<file path="config.mk">
export PLATFORM = sky130hd
export DESIGN_NAME = blend_mul_scheduler_flat
export DESIGN_NICKNAME = d
export VERILOG_FILES = /design/src/rtl/blend_pkg.sv /design/src/rtl/blend_mul_scheduler_if.sv /design/src/rtl/blend_mul_scheduler.sv /design/src/flat_wrapper.sv
export SDC_FILE = /design/constraint.sdc
export NUM_CORES = 1
export LEC_CHECK = 0
export CORE_MARGIN = 2
export CORE_UTILIZATION = 41
export CTS_BUF_LIST = sky130_fd_sc_hd__clkbuf_4
export CTS_CLUSTER_DIAMETER = 60
export DETAILED_ROUTE_END_ITERATION = 10
export PLACE_DENSITY = 0.79
export RECOVER_POWER = 100
export SLEW_MARGIN = 30
export SYNTH_ARGS = -nofsm -noshare
export SYNTH_HDL_FRONTEND = slang
export SYNTH_SLANG_ARGS = --single-unit
export TNS_END_PERCENT = 10
</file>
<file path="constraint.sdc">
create_clock -name clk -period 2.1 [get_ports clk]
set_input_delay 0.63 -clock clk [delete_from_list [all_inputs] [get_ports clk]]
set_output_delay 0.63 -clock clk [all_outputs]
set_load 0.01 [all_outputs]
</file>
<file path="src/rtl/blend_pkg.sv">
// Shared definitions for alpha-blend blocks: scheduler state encoding,
// weight constants, product slicing and the saturating byte adder.
package blend_pkg;

    typedef enum logic [1:0] {
        IDLE = 2'd0,
        MUL1 = 2'd1,
        MUL2 = 2'd2,
        OUT  = 2'd3
    } blend_state_e;

    localparam logic [7:0] HALF_WEIGHT = 8'h80;

    // Blend weights are fixed-point fractions, so the useful part of a product is its high byte
    localparam int PROD_HI_MSB = 15;
    localparam int PROD_HI_LSB = 8;

    function automatic logic [7:0] blend_sat_add(input logic [7:0] a,
                                                 input logic [7:0] b,
                                                 input logic       sat);
        logic [8:0] sum9;
        sum9 = {1'b0, a} + {1'b0, b};
        if (sat && sum9[8]) begin
            return 8'hFF;
        end else begin
            return sum9[7:0];
        end
    endfunction

endpackage

</file>
<file path="src/rtl/blend_mul_scheduler_if.sv">
// Pixel-in, blended-pixel-out and shared-multiplier signals of the blend scheduler.
interface blend_mul_scheduler_if;
    logic [7:0]  w1;
    logic [7:0]  w2;
    logic        in_valid;
    logic        in_ready;
    logic [7:0]  p1;
    logic [7:0]  p2;
    logic [7:0]  mul_a;
    logic [7:0]  mul_b;
    logic        mul_en;
    logic [15:0] mul_y;
    logic        out_valid;
    logic        out_ready;
    logic [7:0]  out_pix;

    modport slave (
        input  w1, w2, in_valid, p1, p2, mul_y, out_ready,
        output in_ready, mul_a, mul_b, mul_en, out_valid, out_pix
    );

    modport master (
        output w1, w2, in_valid, p1, p2, mul_y, out_ready,
        input  in_ready, mul_a, mul_b, mul_en, out_valid, out_pix
    );
endinterface

</file>
<file path="src/rtl/blend_mul_scheduler.sv">
// Time-shares one external 8x8 multiplier to compute hi(w1*p1) + hi(w2*p2)
// per pixel pair, with frame-constant weights and a per-frame pixel counter.
module blend_mul_scheduler
    import blend_pkg::*;
#(
    parameter int NUM_PIXELS = 90000,
    parameter bit SATURATE   = 1'b0,
    parameter int CNT_W      = 17
) (
    input  logic                  clk,
    input  logic                  rst_n,
    blend_mul_scheduler_if.slave  bus,
    output logic [CNT_W-1:0]      pix_cnt,
    output logic                  frame_done
);

    localparam logic [CNT_W-1:0] LAST_PIX = CNT_W'(NUM_PIXELS - 1);
    localparam logic [CNT_W-1:0] CNT_ZERO = {CNT_W{1'b0}};

    blend_state_e     state_r;
    logic [7:0]       p2_r;
    logic [7:0]       w1_r;
    logic [7:0]       w2_r;
    logic [7:0]       part1_r;
    logic             in_ready_r;
    logic             out_valid_r;
    logic [7:0]       out_pix_r;
    logic [7:0]       mul_a_r;
    logic [7:0]       mul_b_r;
    logic             mul_en_r;
    logic [CNT_W-1:0] pix_cnt_r;
    logic             frame_done_r;

    assign bus.in_ready  = in_ready_r;
    assign bus.out_valid = out_valid_r;
    assign bus.out_pix   = out_pix_r;
    assign bus.mul_a     = mul_a_r;
    assign bus.mul_b     = mul_b_r;
    assign bus.mul_en    = mul_en_r;
    assign pix_cnt       = pix_cnt_r;
    assign frame_done    = frame_done_r;

    // Scheduler FSM; multiplier operands are loaded one state early so they are registered outputs
    always_ff @(posedge clk) begin
        if (!rst_n) begin
            state_r      <= IDLE;
            p2_r         <= 8'h00;
            w1_r         <= 8'h00;
            w2_r         <= 8'h00;
            part1_r      <= 8'h00;
            in_ready_r   <= 1'b0;
            out_valid_r  <= 1'b0;
            out_pix_r    <= 8'h00;
            mul_a_r      <= 8'h00;
            mul_b_r      <= 8'h00;
            mul_en_r     <= 1'b0;
            pix_cnt_r    <= CNT_ZERO;
            frame_done_r <= 1'b0;
        end else begin
            frame_done_r <= 1'b0;
            case (state_r)
                IDLE: begin
                    in_ready_r <= 1'b1;
                    if (in_ready_r && bus.in_valid) begin
                        p2_r <= bus.p2;
                        // Weights only change at a frame boundary
                        if (pix_cnt_r == CNT_ZERO) begin
                            w1_r    <= bus.w1;
                            w2_r    <= bus.w2;
                            mul_a_r <= bus.w1;
                        end else begin
                            mul_a_r <= w1_r;
                        end
                        mul_b_r    <= bus.p1;
                        mul_en_r   <= 1'b1;
                        in_ready_r <= 1'b0;
                        state_r    <= MUL1;
                    end
                end
                MUL1: begin
                    part1_r <= bus.mul_y[PROD_HI_MSB:PROD_HI_LSB];
                    mul_a_r <= w2_r;
                    mul_b_r <= p2_r;
                    state_r <= MUL2;
                end
                MUL2: begin
                    out_pix_r   <= blend_sat_add(part1_r, bus.mul_y[PROD_HI_MSB:PROD_HI_LSB], SATURATE);
                    out_valid_r <= 1'b1;
                    mul_a_r     <= 8'h00;
                    mul_b_r     <= 8'h00;
                    mul_en_r    <= 1'b0;
                    state_r     <= OUT;
                end
                OUT: begin
                    if (bus.out_ready) begin
                        out_valid_r <= 1'b0;
                        in_ready_r  <= 1'b1;
                        state_r     <= IDLE;
                        if (pix_cnt_r == LAST_PIX) begin
                            pix_cnt_r    <= CNT_ZERO;
                            frame_done_r <= 1'b1;
                        end else begin
                            pix_cnt_r <= pix_cnt_r + {{(CNT_W-1){1'b0}}, 1'b1};
                        end
                    end
                end
                default: begin
                    state_r     <= IDLE;
                    in_ready_r  <= 1'b0;
                    out_valid_r <= 1'b0;
                    mul_a_r     <= 8'h00;
                    mul_b_r     <= 8'h00;
                    mul_en_r    <= 1'b0;
                end
            endcase
        end
    end

endmodule

</file>
<file path="src/flat_wrapper.sv">
// flat-port wrapper written by rule: the top's interface ports become plain ports
module blend_mul_scheduler_flat import blend_pkg::*;
#(
    parameter int NUM_PIXELS = 90000,
    parameter bit SATURATE   = 1'b0,
    parameter int CNT_W      = 17
)
  (clk, rst_n, pix_cnt, frame_done, bus_w1, bus_w2, bus_in_valid, bus_p1, bus_p2, bus_mul_y, bus_out_ready, bus_in_ready, bus_mul_a, bus_mul_b, bus_mul_en, bus_out_valid, bus_out_pix);
  blend_mul_scheduler_if bus_i ();
  input  logic clk;
  input  logic rst_n;
  output logic [CNT_W-1:0] pix_cnt;
  output logic frame_done;
  input wire logic [$bits(bus_i.w1)-1:0] bus_w1;
  input wire logic [$bits(bus_i.w2)-1:0] bus_w2;
  input wire logic [$bits(bus_i.in_valid)-1:0] bus_in_valid;
  input wire logic [$bits(bus_i.p1)-1:0] bus_p1;
  input wire logic [$bits(bus_i.p2)-1:0] bus_p2;
  input wire logic [$bits(bus_i.mul_y)-1:0] bus_mul_y;
  input wire logic [$bits(bus_i.out_ready)-1:0] bus_out_ready;
  output wire logic [$bits(bus_i.in_ready)-1:0] bus_in_ready;
  output wire logic [$bits(bus_i.mul_a)-1:0] bus_mul_a;
  output wire logic [$bits(bus_i.mul_b)-1:0] bus_mul_b;
  output wire logic [$bits(bus_i.mul_en)-1:0] bus_mul_en;
  output wire logic [$bits(bus_i.out_valid)-1:0] bus_out_valid;
  output wire logic [$bits(bus_i.out_pix)-1:0] bus_out_pix;
  assign bus_i.w1 = bus_w1;
  assign bus_i.w2 = bus_w2;
  assign bus_i.in_valid = bus_in_valid;
  assign bus_i.p1 = bus_p1;
  assign bus_i.p2 = bus_p2;
  assign bus_i.mul_y = bus_mul_y;
  assign bus_i.out_ready = bus_out_ready;
  assign bus_in_ready = bus_i.in_ready;
  assign bus_mul_a = bus_i.mul_a;
  assign bus_mul_b = bus_i.mul_b;
  assign bus_mul_en = bus_i.mul_en;
  assign bus_out_valid = bus_i.out_valid;
  assign bus_out_pix = bus_i.out_pix;
  blend_mul_scheduler #(.NUM_PIXELS(NUM_PIXELS), .SATURATE(SATURATE), .CNT_W(CNT_W)) u_core (.clk(clk), .rst_n(rst_n), .bus(bus_i), .pix_cnt(pix_cnt), .frame_done(frame_done));
endmodule
</file>
==> insert_results.sql <==
INSERT INTO impl_metrics (metric_group, metric, value, unit) VALUES
('global_route', 'grt_first_pass_wirelength', '14800', 'um'),
('finish', 'growth_of_design_area_from_synthesis_to_finish', '32.0', '%'),
('pwr', 'leakage_dissipation', '0.00185', 'uW'),
('yosys', 'yosys_register_bits', '79', ''),
('yosys', 'synth.yosys.seq_area_share', '42.5', '%'),
('yosys', 'ys_warn_count', '0', ''),
('routing', 'finalWirelength', '8750', 'um'),
('critical_path', 'reg2reg_from', 'u_core.pix_cnt[0]$_SDFFE_PN0P_', ''),
('yosys', 'post_synth_edffs', '0', ''),
('yosys', 'syn_avg_cell_area', '9.17', 'sq um'),
('status', 'outcome', 'completed', ''),
('die', 'die_w', '99.3', 'um'),
('yosys', 'synth.area.mux_share', '7.80', '%'),
('die', 'floorplan.rows', '34', ''),
('yosys', 'synthCells', '406', ''),
('clock_tree', 'cts-buffers-inserted', '9', ''),
('place', 'buffer_ports.inserted', '88', ''),
('routing', 'drtPass1Iterations', '4', ''),
('flow_run', 'max_cap_violation_count', '0', ''),
('timing', 'final-setup-viol-count', '0', ''),
('yosys', 'synth_xor_xnor_area_share', '4.94', '%'),
('timing', 'worst_hold_slack', '0.465', 'ns'),
('yosys', 'synthSimpleGateAreaFrac', '23.0', '%'),
('yosys', 'synth-compound-area-share', '11.4', '%'),
('die', 'design.die.area', '9860', 'sq um'),
('critical_path', 'path_buf_inv', '1', ''),
('min_path', 'worstHoldPathType', 'reg -> reg', ''),
('finish', 'final_layout_size_suffix_gt1_share', '13.3', '%'),
('min_path', 'holdPathStages', '2', ''),
('min_path', 'hold_path_startpoint', 'u_core.p2_r[7]$_SDFFE_PN0P_', ''),
('place', 'gp_routability_congestion', '0.834', ''),
('critical_path', 'cp_cell_sequence', 'clkdlybuf4s50_1 > ha_2 > fa_1 > a21o_1 > a21oi_2 > o21ai_1 > nand4b_1 > o211ai_1', ''),
('yosys', 'post_synth_net_total', '474', ''),
('die', 'num_io_pins', '97', ''),
('clock_tree', 'cts_root_buf', 'sky130_fd_sc_hd__clkbuf_4', ''),
('die', 'fp.dieH', '99.3', 'um'),
('finish', 'most-common-layout-cells', 'sky130_fd_sc_hd__dfxtp_1 (67), sky130_fd_sc_hd__nor2_1 (65), sky130_fd_sc_hd__clkdlybuf4s50_1 (63)', ''),
('clock_tree', 'cts_buffer_depth', '2', ''),
('routing', 'routed-via-count', '3183', ''),
('timing', 'fin_skew', '0.0122', 'ns'),
('critical_path', 'reg2reg_depth', '7', ''),
('critical_path', 'cpPeakStageDelay', '0.44', 'ns'),
('critical_path', 'slowest_stage_cell_on_the_critical_path', 'sky130_fd_sc_hd__clkdlybuf4s50_1', ''),
('timing', 'maxSlewViolCount', '0', ''),
('die', 'core_area', '8760', 'sq um'),
('critical_path', 'reg2reg_setup_slack', '0.09', 'ns'),
('routing', 'vias_per_cell', '5.13', ''),
('finish', 'instances_no_fill', '620', ''),
('global_route', 'grt_usage', '18.2', '%'),
('global_route', 'antenna_found_initial', '0', ''),
('critical_path', 'critPathRequiredTime', '2.39', 'ns'),
('timing', 'worst_pin_slew', '0.602', 'ns'),
('global_route', 'grt_pass1_vias', '3198', ''),
('critical_path', 'timing.critical_path.fanout_max', '2', ''),
('finish', 'finalNetCount', '575', ''),
('routing', 'first_iter_violations', '73', ''),
('timing', 'timing.slew.headroom', '59.9', '%'),
('finish', 'layout.cells.most_common', 'sky130_fd_sc_hd__dfxtp_1', ''),
('global_route', 'grt_max_degree', '29', ''),
('pwr', 'p_per_area', '1020', 'nW/um^2'),
('finish', 'diodes', '0', ''),
('yosys', 'synth-async-reset-ratio', '0', '%'),
('yosys', 'synth_top_family_by_area', 'simple AND/OR/NAND/NOR gates', ''),
('critical_path', 'timing_worst_setup_path_type', 'in -> reg', ''),
('critical_path', 'cp.arrival', '2.33', 'ns'),
('clock_tree', 'clock_transition_at_path_regs', '0.12', 'ns'),
('critical_path', 'cp-end-kind', 'register', ''),
('clock_tree', 'insertion_delay', '0.40', 'ns'),
('timing', 'min_period_over_period', '97.5', '%'),
('routing', 'antenna_violating_nets_post_route', '0', ''),
('timing', 'grt_setup_unrepaired', 'no', '');
-- sequential cells by signal, summed over array words and instances, names as in the netlist, 2 cells and up --
name / flops
u_core.pix_cnt: 17
u_core.state_r: 2
u_core.w1_r: 8
u_core.part1_r: 8
u_core.w2_r: 8
u_core.bus.mul_a: 8
u_core.p2_r: 8
u_core.bus.mul_b: 8
u_core.bus.out_pix: 8
-- metal layers --
layer | track usage [%] | part of all wire, %
met3 | 3.44 | 4.9
met5 | 0 | 0
met1 | 24.1 | 47
met2 | 30.4 | 48
met4 | 5.37 | 0.78
-- cells in the mapped netlist, types with 2 or more instances --
cell type	number	area, sq um
sky130_fd_sc_hd__mux2i_1	29	290
sky130_fd_sc_hd__nand4b_1	3	26.3
sky130_fd_sc_hd__a21oi_1	15	75.1
sky130_fd_sc_hd__o211ai_1	2	15.0
sky130_fd_sc_hd__nand3b_1	8	60.1
sky130_fd_sc_hd__o21ai_0	12	60.1
sky130_fd_sc_hd__clkbuf_1	12	45.0
sky130_fd_sc_hd__buf_6	2	22.5
sky130_fd_sc_hd__nor4_1	4	25.0
sky130_fd_sc_hd__nand2_1	41	154
sky130_fd_sc_hd__nand4_1	5	31.3
sky130_fd_sc_hd__buf_12	2	40.0
sky130_fd_sc_hd__nand3_1	16	80.1
sky130_fd_sc_hd__a311oi_1	8	70.1
sky130_fd_sc_hd__a21o_1	2	15.0
sky130_fd_sc_hd__buf_4	2	15.0
sky130_fd_sc_hd__xnor2_1	9	78.8
sky130_fd_sc_hd__dfxtp_1	79	1580
sky130_fd_sc_hd__ha_1	15	188
sky130_fd_sc_hd__inv_1	5	18.8
sky130_fd_sc_hd__or3b_2	6	52.6
sky130_fd_sc_hd__buf_1	4	15.0
sky130_fd_sc_hd__and4_1	2	17.5
sky130_fd_sc_hd__a211oi_1	2	15.0
sky130_fd_sc_hd__nor3_1	3	15.0
sky130_fd_sc_hd__buf_2	2	10.0
sky130_fd_sc_hd__or3b_1	2	17.5
sky130_fd_sc_hd__xor2_1	12	105
sky130_fd_sc_hd__a41oi_2	7	114
sky130_fd_sc_hd__and3_1	4	25.0
sky130_fd_sc_hd__nor2_1	66	248
sky130_fd_sc_hd__nand2b_1	8	50.1
-- power by group --
part / leakage [uW] / total (uW) / internal (uW) / switching [uW]
logic: 0.00113 / 2180 / 1060 / 1120
clock network: 0.0000696 / 869 / 380 / 489
registers: 0.000650 / 1970 / 1790 / 171
total: 0.00185 / 5020 / 3240 / 1780
-- logic make-up after synthesis --
kind of cell,count (synthesis)
adders and majority gates,16
xor gates and xnor gates,21
muxes,29
buffers and inverters,31
DFF,79
AOI/OAI and AO/OA,56
and+or+nand+nor,174
-- worst max path at each step --
| stage | start | end | slack, ns | cells past startpoint |
|---|---|---|---|---|
| floorplan | bus_mul_y[8] | u_core.bus.out_pix[6]$_SDFFE_PN0P_ | 0.09 | 7 |
| global placement | bus_mul_y[8] | u_core.bus.out_pix[6]$_SDFFE_PN0P_ | -0.43 | 8 |
| detailed placement | bus_mul_y[8] | u_core.bus.out_pix[6]$_SDFFE_PN0P_ | -0.47 | 8 |
| CTS | bus_mul_y[8] | u_core.bus.out_pix[6]$_SDFFE_PN0P_ | 0.02 | 8 |
| global route | u_core.state_r[0]$_SDFFE_PN0P_ | u_core.bus.mul_b[6]$_SDFFE_PN0P_ | 0.008 | 5 |
| finish | bus_mul_y[8] | u_core.bus.out_pix[6]$_SDFFE_PN0P_ | 0.05 | 8 |
-- worst register-to-register path, stage by stage, from the launching register on --
cell and delay [ns]:
sky130_fd_sc_hd__dfxtp_1 0.40, sky130_fd_sc_hd__inv_1 0.09, sky130_fd_sc_hd__ha_1 0.20, sky130_fd_sc_hd__and3_1 0.15
sky130_fd_sc_hd__and3_1 0.19, sky130_fd_sc_hd__buf_2 0.21, sky130_fd_sc_hd__or3b_2 0.46, sky130_fd_sc_hd__a41oi_1 0.22
-- per-stage QoR --
step	instance area, sq um	setup TNS (ns)	setup slack [ns]
finish	4910	0	0.0517
global route	4910	0	0.00782
global placement	4820	-1.61	-0.425
detailed placement	4820	-1.98	-0.471
CTS	4960	0	0.0176
floorplan	3720	0	0.0888
-- cell type report --
type	count	area, sq um
inverters	6	22.5
fillers	804	3850
well taps	108	135
clock inverters	5	48.8
clock buffers	11	82.6
repair buffers	115	1090
flip-flops and latches	79	1600
multi-input cells	296	1940
-- timing repair --
item                                    in CTS  in global routing
buffers inserted                             0                  0
endpoints found under the setup margin       4                 15
endpoints found under the hold margin        0                  0
gates resized for setup                      4                 13
hold buffers                                 0                  0
No activity file was read; power rests on OpenSTA's default activity.
